===== src/rtl/uart_pkg.sv =====
// ---------------------------------------------------------------------------
// uart_pkg
// Definitions shared by the UART transmit and receive engines: frame and
// baud-counter widths, the engine state type and the parity function.
// ---------------------------------------------------------------------------
package uart_pkg;

    // Every frame occupies this many bit times, whatever the data/parity format.
    localparam int FRAME_BITS = 11;
    // Width of the clocks-per-bit setting and of the bit-time counter.
    localparam int BAUD_W     = 19;
    // Width of the bit-within-frame counter (holds 0..FRAME_BITS-1).
    localparam int BITCNT_W   = 4;

    typedef enum logic {
        IDLE  = 1'b0,
        SHIFT = 1'b1
    } uart_state_e;

    // Parity over the 7 or 8 data bits on the line; odd sense inverts it.
    // The receiver calls this with the captured byte to check a frame.
    function automatic logic parity(
        input logic [7:0] data,
        input logic       eight,
        input logic       odd
    );
        logic [7:0] bits;
        bits = eight ? data : {1'b0, data[6:0]};
        return (^bits) ^ odd;
    endfunction

endpackage


===== src/rtl/uart_bit_timer.sv =====
// ---------------------------------------------------------------------------
// uart_bit_timer
// Counts clocks within one bit time and pulses bit_done on the last clock of
// each bit. The counter holds at zero while disabled, so the first bit after
// enable rises is always a full bit time long.
//
// Ports
//   clk       in   system clock
//   reset     in   synchronous, active-high reset
//   enable    in   1 = count; 0 = hold counter at zero
//   baud_k    in   clocks per bit time (0 behaves as 1)
//   bit_done  out  one-cycle pulse on the final clock of a bit time
// ---------------------------------------------------------------------------
module uart_bit_timer
    import uart_pkg::*;
(
    input  logic              clk,
    input  logic              reset,
    input  logic              enable,
    input  logic [BAUD_W-1:0] baud_k,
    output logic              bit_done
);

    logic [BAUD_W-1:0] cnt_q;
    logic [BAUD_W-1:0] cnt_d;
    logic [BAUD_W-1:0] last_cnt;

    always_comb begin
        // NOTE: every signal written here gets a value before any branch so no
        // path can leave one unassigned and infer a latch.
        last_cnt = '0;
        cnt_d    = '0;
        // A setting of 0 collapses to one clock per bit, same as a setting of 1.
        if (baud_k != '0) begin
            last_cnt = baud_k - BAUD_W'(1);
        end
        bit_done = enable && (cnt_q == last_cnt);
        if (enable && !bit_done) begin
            cnt_d = cnt_q + BAUD_W'(1);
        end
    end

    always_ff @(posedge clk) begin
        // NOTE: state registers use non-blocking assignment so every flop
        // samples the pre-edge values, independent of statement order.
        if (reset) begin
            cnt_q <= '0;
        end else begin
            cnt_q <= cnt_d;
        end
    end

endmodule


===== src/rtl/uart_tx_engine.sv =====
// ---------------------------------------------------------------------------
// uart_tx_engine
// Transmit half of the UART. A write strobe in IDLE captures the byte and the
// frame format into an 11-bit frame register (start bit in bit 0) plus the
// baud setting; the register then shifts right once per bit time, filling
// with ones, so the line returns to the idle level on its own. tx is the
// frame register LSB, hence registered.
//
// Ports
//   clk       in   system clock
//   reset     in   synchronous, active-high reset
//   load      in   one-cycle write strobe for the TX data port
//   out_port  in   data byte, captured when load is accepted
//   eight     in   1 = 8 data bits, 0 = 7 data bits
//   pen       in   parity enable
//   ohel      in   parity sense: 0 = even, 1 = odd
//   baud_k    in   clocks per bit time (0 behaves as 1)
//   tx        out  serial line, idle high
//   txrdy     out  1 = idle, a load will be accepted
// ---------------------------------------------------------------------------
module uart_tx_engine
    import uart_pkg::*;
(
    input  logic              clk,
    input  logic              reset,
    input  logic              load,
    input  logic [7:0]        out_port,
    input  logic              eight,
    input  logic              pen,
    input  logic              ohel,
    input  logic [BAUD_W-1:0] baud_k,
    output logic              tx,
    output logic              txrdy
);

    uart_state_e             state_q,   state_d;
    logic [FRAME_BITS-1:0]   frame_q,   frame_d;
    logic [BITCNT_W-1:0]     bit_cnt_q, bit_cnt_d;
    logic [BAUD_W-1:0]       baud_q,    baud_d;
    logic                    txrdy_q,   txrdy_d;

    logic                    bit_done;
    logic                    par_bit;
    logic                    bit8;
    logic                    bit9;
    logic [FRAME_BITS-1:0]   load_frame;

    // Frame assembly from the live inputs; only used on the accepting edge.
    // Bits 8 and 9 carry D7/parity/stop depending on the format; bit 10 is
    // always a stop bit.
    assign par_bit    = parity(out_port, eight, ohel);
    assign bit8       = eight ? out_port[7] : (pen ? par_bit : 1'b1);
    assign bit9       = (eight && pen) ? par_bit : 1'b1;
    assign load_frame = {1'b1, bit9, bit8, out_port[6:0], 1'b0};

    // Timer runs from the latched baud so mid-frame changes to baud_k are inert.
    uart_bit_timer u_bit_timer (
        .clk      (clk),
        .reset    (reset),
        .enable   (state_q == SHIFT),
        .baud_k   (baud_q),
        .bit_done (bit_done)
    );

    always_comb begin
        state_d   = state_q;
        frame_d   = frame_q;
        bit_cnt_d = bit_cnt_q;
        baud_d    = baud_q;
        txrdy_d   = txrdy_q;

        unique case (state_q)
            IDLE: begin
                txrdy_d = 1'b1;
                if (load) begin
                    frame_d   = load_frame;
                    baud_d    = baud_k;
                    bit_cnt_d = '0;
                    txrdy_d   = 1'b0;
                    state_d   = SHIFT;
                end
            end
            SHIFT: begin
                // load is deliberately not looked at here.
                if (bit_done) begin
                    frame_d = {1'b1, frame_q[FRAME_BITS-1:1]};
                    if (bit_cnt_q == BITCNT_W'(FRAME_BITS - 1)) begin
                        bit_cnt_d = '0;
                        txrdy_d   = 1'b1;
                        state_d   = IDLE;
                    end else begin
                        bit_cnt_d = bit_cnt_q + BITCNT_W'(1);
                    end
                end
            end
            default: begin
                state_d = IDLE;
            end
        endcase
    end

    always_ff @(posedge clk) begin
        if (reset) begin
            state_q   <= IDLE;
            frame_q   <= '1;
            bit_cnt_q <= '0;
            baud_q    <= '0;
            txrdy_q   <= 1'b1;
        end else begin
            state_q   <= state_d;
            frame_q   <= frame_d;
            bit_cnt_q <= bit_cnt_d;
            baud_q    <= baud_d;
            txrdy_q   <= txrdy_d;
        end
    end

    assign tx    = frame_q[0];
    assign txrdy = txrdy_q;

endmodule

===== config.mk =====
export PLATFORM = sky130hd
export DESIGN_NAME = uart_tx_engine
export DESIGN_NICKNAME = d
export VERILOG_FILES = /design/src/rtl/uart_pkg.sv /design/src/rtl/uart_bit_timer.sv /design/src/rtl/uart_tx_engine.sv
export SDC_FILE = /design/constraint.sdc
export NUM_CORES = 1
export LEC_CHECK = 0
export CORE_AREA = 3 3 110 112
export DETAILED_ROUTE_END_ITERATION = 12
export DIE_AREA = 0 0 113 115
export GPL_ROUTABILITY_DRIVEN = 0
export SETUP_SLACK_MARGIN = 0.5
export SKIP_CTS_REPAIR_TIMING = 1
export SYNTH_ARGS = -nofsm -noshare
export SYNTH_HDL_FRONTEND = slang
export SYNTH_SLANG_ARGS = --single-unit

===== constraint.sdc =====
create_clock -name clk -period 8.4 [get_ports clk]
set_input_delay 0.84 -clock clk [delete_from_list [all_inputs] [get_ports clk]]
set_output_delay 0.84 -clock clk [all_outputs]
set_load 0.005 [all_outputs]

==> results by group <==
Critical path
  – Startpoint types: flop
  – Crit path DAT: approximately 3.9 ns
  – Reg2reg end: bit_cnt_q[1]$_SDFFE_PP0P_
  – Reg-to-reg setup timing slack: ~4.7 ns
  – Highest net fanout along the worst path: 9
  – Slowest CP cell: or4b_2
  – Worst reg2reg startpoint: baud_q[0]$_SDFFE_PP0P_
  – CP cell instances: inv_1 > ha_1 > nor3b_4 > nand3_1 > xnor2_1 > or4b_2 > a32oi_1 > o2111ai_1 > nor4_4 > nor2_2 > mux2_1
  – Crit end category: flop
  – Worst Path Class, Setup: reg2reg
  – Slowest stage delay, CP: between 0.6 and 0.7 ns
  – Data required, critical path: 8.58 ns
  – Cells on worst reg2reg path: 11

Power and ir drop
  – Cell Int Power: roughly 0.47 mW
  – Sw Share: between 20 and 30%
  – P_sw: roughly 0.18 mW
  – Sequential fraction of design power: approximately 43%
  – VDD IR-drop max: 0.0000836 V
  – Clock group share of total power: a little over a third
  – Static Leak: 1.39 nW
  – Pwr/cell area: about 170 nW/µm²
  – Combinational fraction of design power: roughly 22%

Placed design
  – Hpwl dp: roughly 6100 µm
  – I/O Buffers: 34
  – Placed cell areas: approximately 3800 µm²

Drt
  – Total wire length: ~8000 µm
  – WL/cell: roughly 14 µm
  – 1st-iter DRT viols: about 150
  – Via count: 2896
  – TritonRoute pass-1 iters: 4
  – Post-DRT Antenna Nets: 0
  – Routed vias/inst: 4.98
  – DRC: 0

Finish
  – Area of the multi-input gates: between 2000 and 2500 µm²
  – Layout cells sized above 1: 5.94%
  – Final #Nets: 474
  – Number of fill cells: roughly 1200
  – Fin area: a little under 4000 µm²
  – Layout area overhead: 17.4%
  – Ant. Diodes: 0
  – FF/Latch Area: 1080 µm²

Synthesis
  – Synth Register Bits: 54
  – Net Count, Synth: 460
  – Share of flip-flops with an asynchronous set or reset: 0%
  – Post-Synthesis Cells: 423
  – Syn avg cell area: 7.92 µm²
  – Part of the Yosys area used for sequential elements: about a third
  – Netlist Area Pre-Place: approximately 3300 µm²
  – Number of synthesized flops with an enable pin: 0
  – Count of cell types in the netlist: 64
  – Dominant synthesized flop cell: dfxtp_1
  – Warnings, synthesis: 0

Hold path
  – Worst Hold Launch: txrdy$_SDFFE_PP1P_
  – Worst min-delay path class: reg2reg
  – Worst Hold Path Cells: 2
  – Hold path endpoint: txrdy$_SDFFE_PP1P_

Global routing
  – Tot GR Track Use: between 10% and 20%
  – Pin count of the biggest net entering global routing: 46
  – Global route overflow: 0
  – Initial antenna violation count: 0
  – Vias in the first global route: about 2800
  – Global-route wire length before repair: 13700 µm

Clock tree
  – Clock root buffer: clkbuf_16
  – Clock Tree Buf Depth: 2
  – H-tree levels: 2
  – CTS tree: done
  – Worst skew pair latency: 0.29 ns
  – CTS Sinks: 54
  – TritonCTS Buffers: 5
  – Worst-path clk slew: ~0.07 ns

Die
  – Chip Height: 115 µm
  – # rows: 39
  – DIE WIDTH: about 110 µm
  – I/O pin count: 35
  – Core footprint: around 11000 µm²
  – Initial core utilization: 29.6%
  – Die Area: 13000 µm²

STA
  – Final Hold Fails: 0
  – Setup_tns: 0 ns
  – Fmax: ~0.27 GHz
  – Max transition margin: 52.6%
  – Clk_skew: about 0.0065 ns
  – Least-Margin Pin Slew: a little over 0.7 ns
  – Post-layout minimum cycle time: 3.66 ns
  – Final Setup Violations: 0
  – Final cycle utilization of the critical path: 43.6%
  – Pins Over Slew Limit: 0
  – RSZ-0062 raised after global routing: no

Run status
  – Outcome: completed

Job
  – Maxcap violations: 0
==> per-layer routing <==
layer	global-route usage, %	routed length (µm)	part of all wire, %	up-vias
li1	-	-	-	1497
met1	16.3	3780	48	1338
met2	21.4	3750	47	49
met3	2.00	254	3.2	12
met4	4.57	170	2.1	0
met5	0	0	0	-
==> worst max-delay path, delay by kind of cell, from the launching register on <==
kind	cells	cell delay, ns
adder cells (fa/ha/maj)	1	0.21
XOR/XNOR	1	0.17
AND/OR/NAND/NOR	5	1.89
flip-flops	1	0.37
buffers and inverters	1	0.07
AO/OA/AOI/OAI	2	0.48
multiplexers	1	0.35
==> cell usage after synthesis (4+ instances only) <==
master    number  area share (%)
nand4_1        9             1.7
a21oi_1       28             4.2
and2_1         8             1.5
mux2i_1       14             4.2
inv_1         12             1.3
ha_1           4             1.5
clkbuf_1      23             2.6
dfxtp_1       54              32
and3_1         5            0.93
nor3_1         7             1.0
nand2_1       62             6.9
xor2_1        17             4.4
nor2_1        50             5.6
a211oi_1       9             2.0
xnor2_1       29             7.6
nand3_1       14             2.1
nor2b_1        5            0.93
==> power groups by stage <==
| stage | clock [mW] | combinational (mW) | sequential [mW] |
|---|---|---|---|
| floorplan | 0 | 0.109 | 0.279 |
| global placement | 0 | 0.141 | 0.286 |
| detailed placement | 0 | 0.142 | 0.286 |
| CTS | 0.242 | 0.143 | 0.280 |
| global route | 0.249 | 0.160 | 0.282 |
| finish | 0.235 | 0.143 | 0.280 |
==> worst max path at each step <==
stage | start | end | slack, ns | cells after the start
after floorplan | baud_q[0]$_SDFFE_PP0P_ | bit_cnt_q[2]$_SDFFE_PP0P_ | 4.97 | 12
after CTS | baud_q[0]$_SDFFE_PP0P_ | bit_cnt_q[1]$_SDFFE_PP0P_ | 4.75 | 11
after global placement | baud_q[0]$_SDFFE_PP0P_ | bit_cnt_q[1]$_SDFFE_PP0P_ | 4.79 | 11
after detailed placement | baud_q[0]$_SDFFE_PP0P_ | bit_cnt_q[1]$_SDFFE_PP0P_ | 4.77 | 11
after global routing | baud_q[0]$_SDFFE_PP0P_ | u_bit_timer.cnt_q[12]$_SDFF_PP0_ | 4.44 | 11
final | baud_q[0]$_SDFFE_PP0P_ | bit_cnt_q[1]$_SDFFE_PP0P_ | 4.74 | 11
==> final cells by class <==
class	instances	share of cell area (%)
clock buffers	6	3.28
inverters	13	1.24
repair buffers	36	9.04
well taps	143	4.55
flip-flops and latches	54	27.5
multi-input cells	327	53.4
clock inverters	2	0.955
==> stage by stage <==
| step | util [%] | power (mW) | std cells | setup WS (ns) | hold WS (ns) |
|---|---|---|---|---|---|
| 2_1_floorplan | - | 0.388 | 423 | 4.97 | 0.439 |
| 5_1_grt | 34.7 | 0.691 | 581 | 4.44 | 0.460 |
| 3_5_place_dp | 33.3 | 0.428 | 573 | 4.77 | 0.437 |
| 6_report | 34.7 | 0.658 | 581 | 4.74 | 0.443 |
| 3_3_place_gp | 33.3 | 0.427 | 573 | 4.79 | 0.431 |
| 4_1_cts | 34.7 | 0.665 | 581 | 4.75 | 0.447 |
==> cells by family (layout without fill, tap and decap cells) <==
group / Yosys count / after routing / share of synthesized area (%)
and+or+nand+nor: 192 / 192 / 30.7
AOI/OAI and AO/OA: 70 / 70 / 14.0
adders and majority gates: 4 / 4 / 1.49
DFF: 54 / 54 / 32.3
xor gates and xnor gates: 46 / 46 / 12.0
buffers and inverters: 42 / 57 / 5.00
muxes: 15 / 15 / 4.52
==> state kept, by name (all words and copies together), names as in the netlist <==
| name | cells |
|---|---|
| baud_q | 19 |
| frame_q | 10 |
| bit_cnt_q | 4 |
| txrdy | 1 |
| u_bit_timer.cnt_q | 19 |
| state_q | 1 |
==> cell usage in the layout (no fill, tap or decap), types with 3 or more instances in the layout <==
cell type	count
and2_1	8
xor2_1	17
nor4_4	3
inv_1	12
dfxtp_1	54
xnor2_1	29
mux2i_1	14
nand3_1	14
nand2_1	62
a211oi_1	9
o21ai_0	3
a21oi_1	28
o32ai_1	3
and3_1	5
nor2_1	50
nand4_1	9
clkbuf_16	5
nor3_1	7
a21o_1	3
clkdlybuf4s50_1	34
ha_1	4
nor2b_1	5
Power figures use the tool's default switching activity.
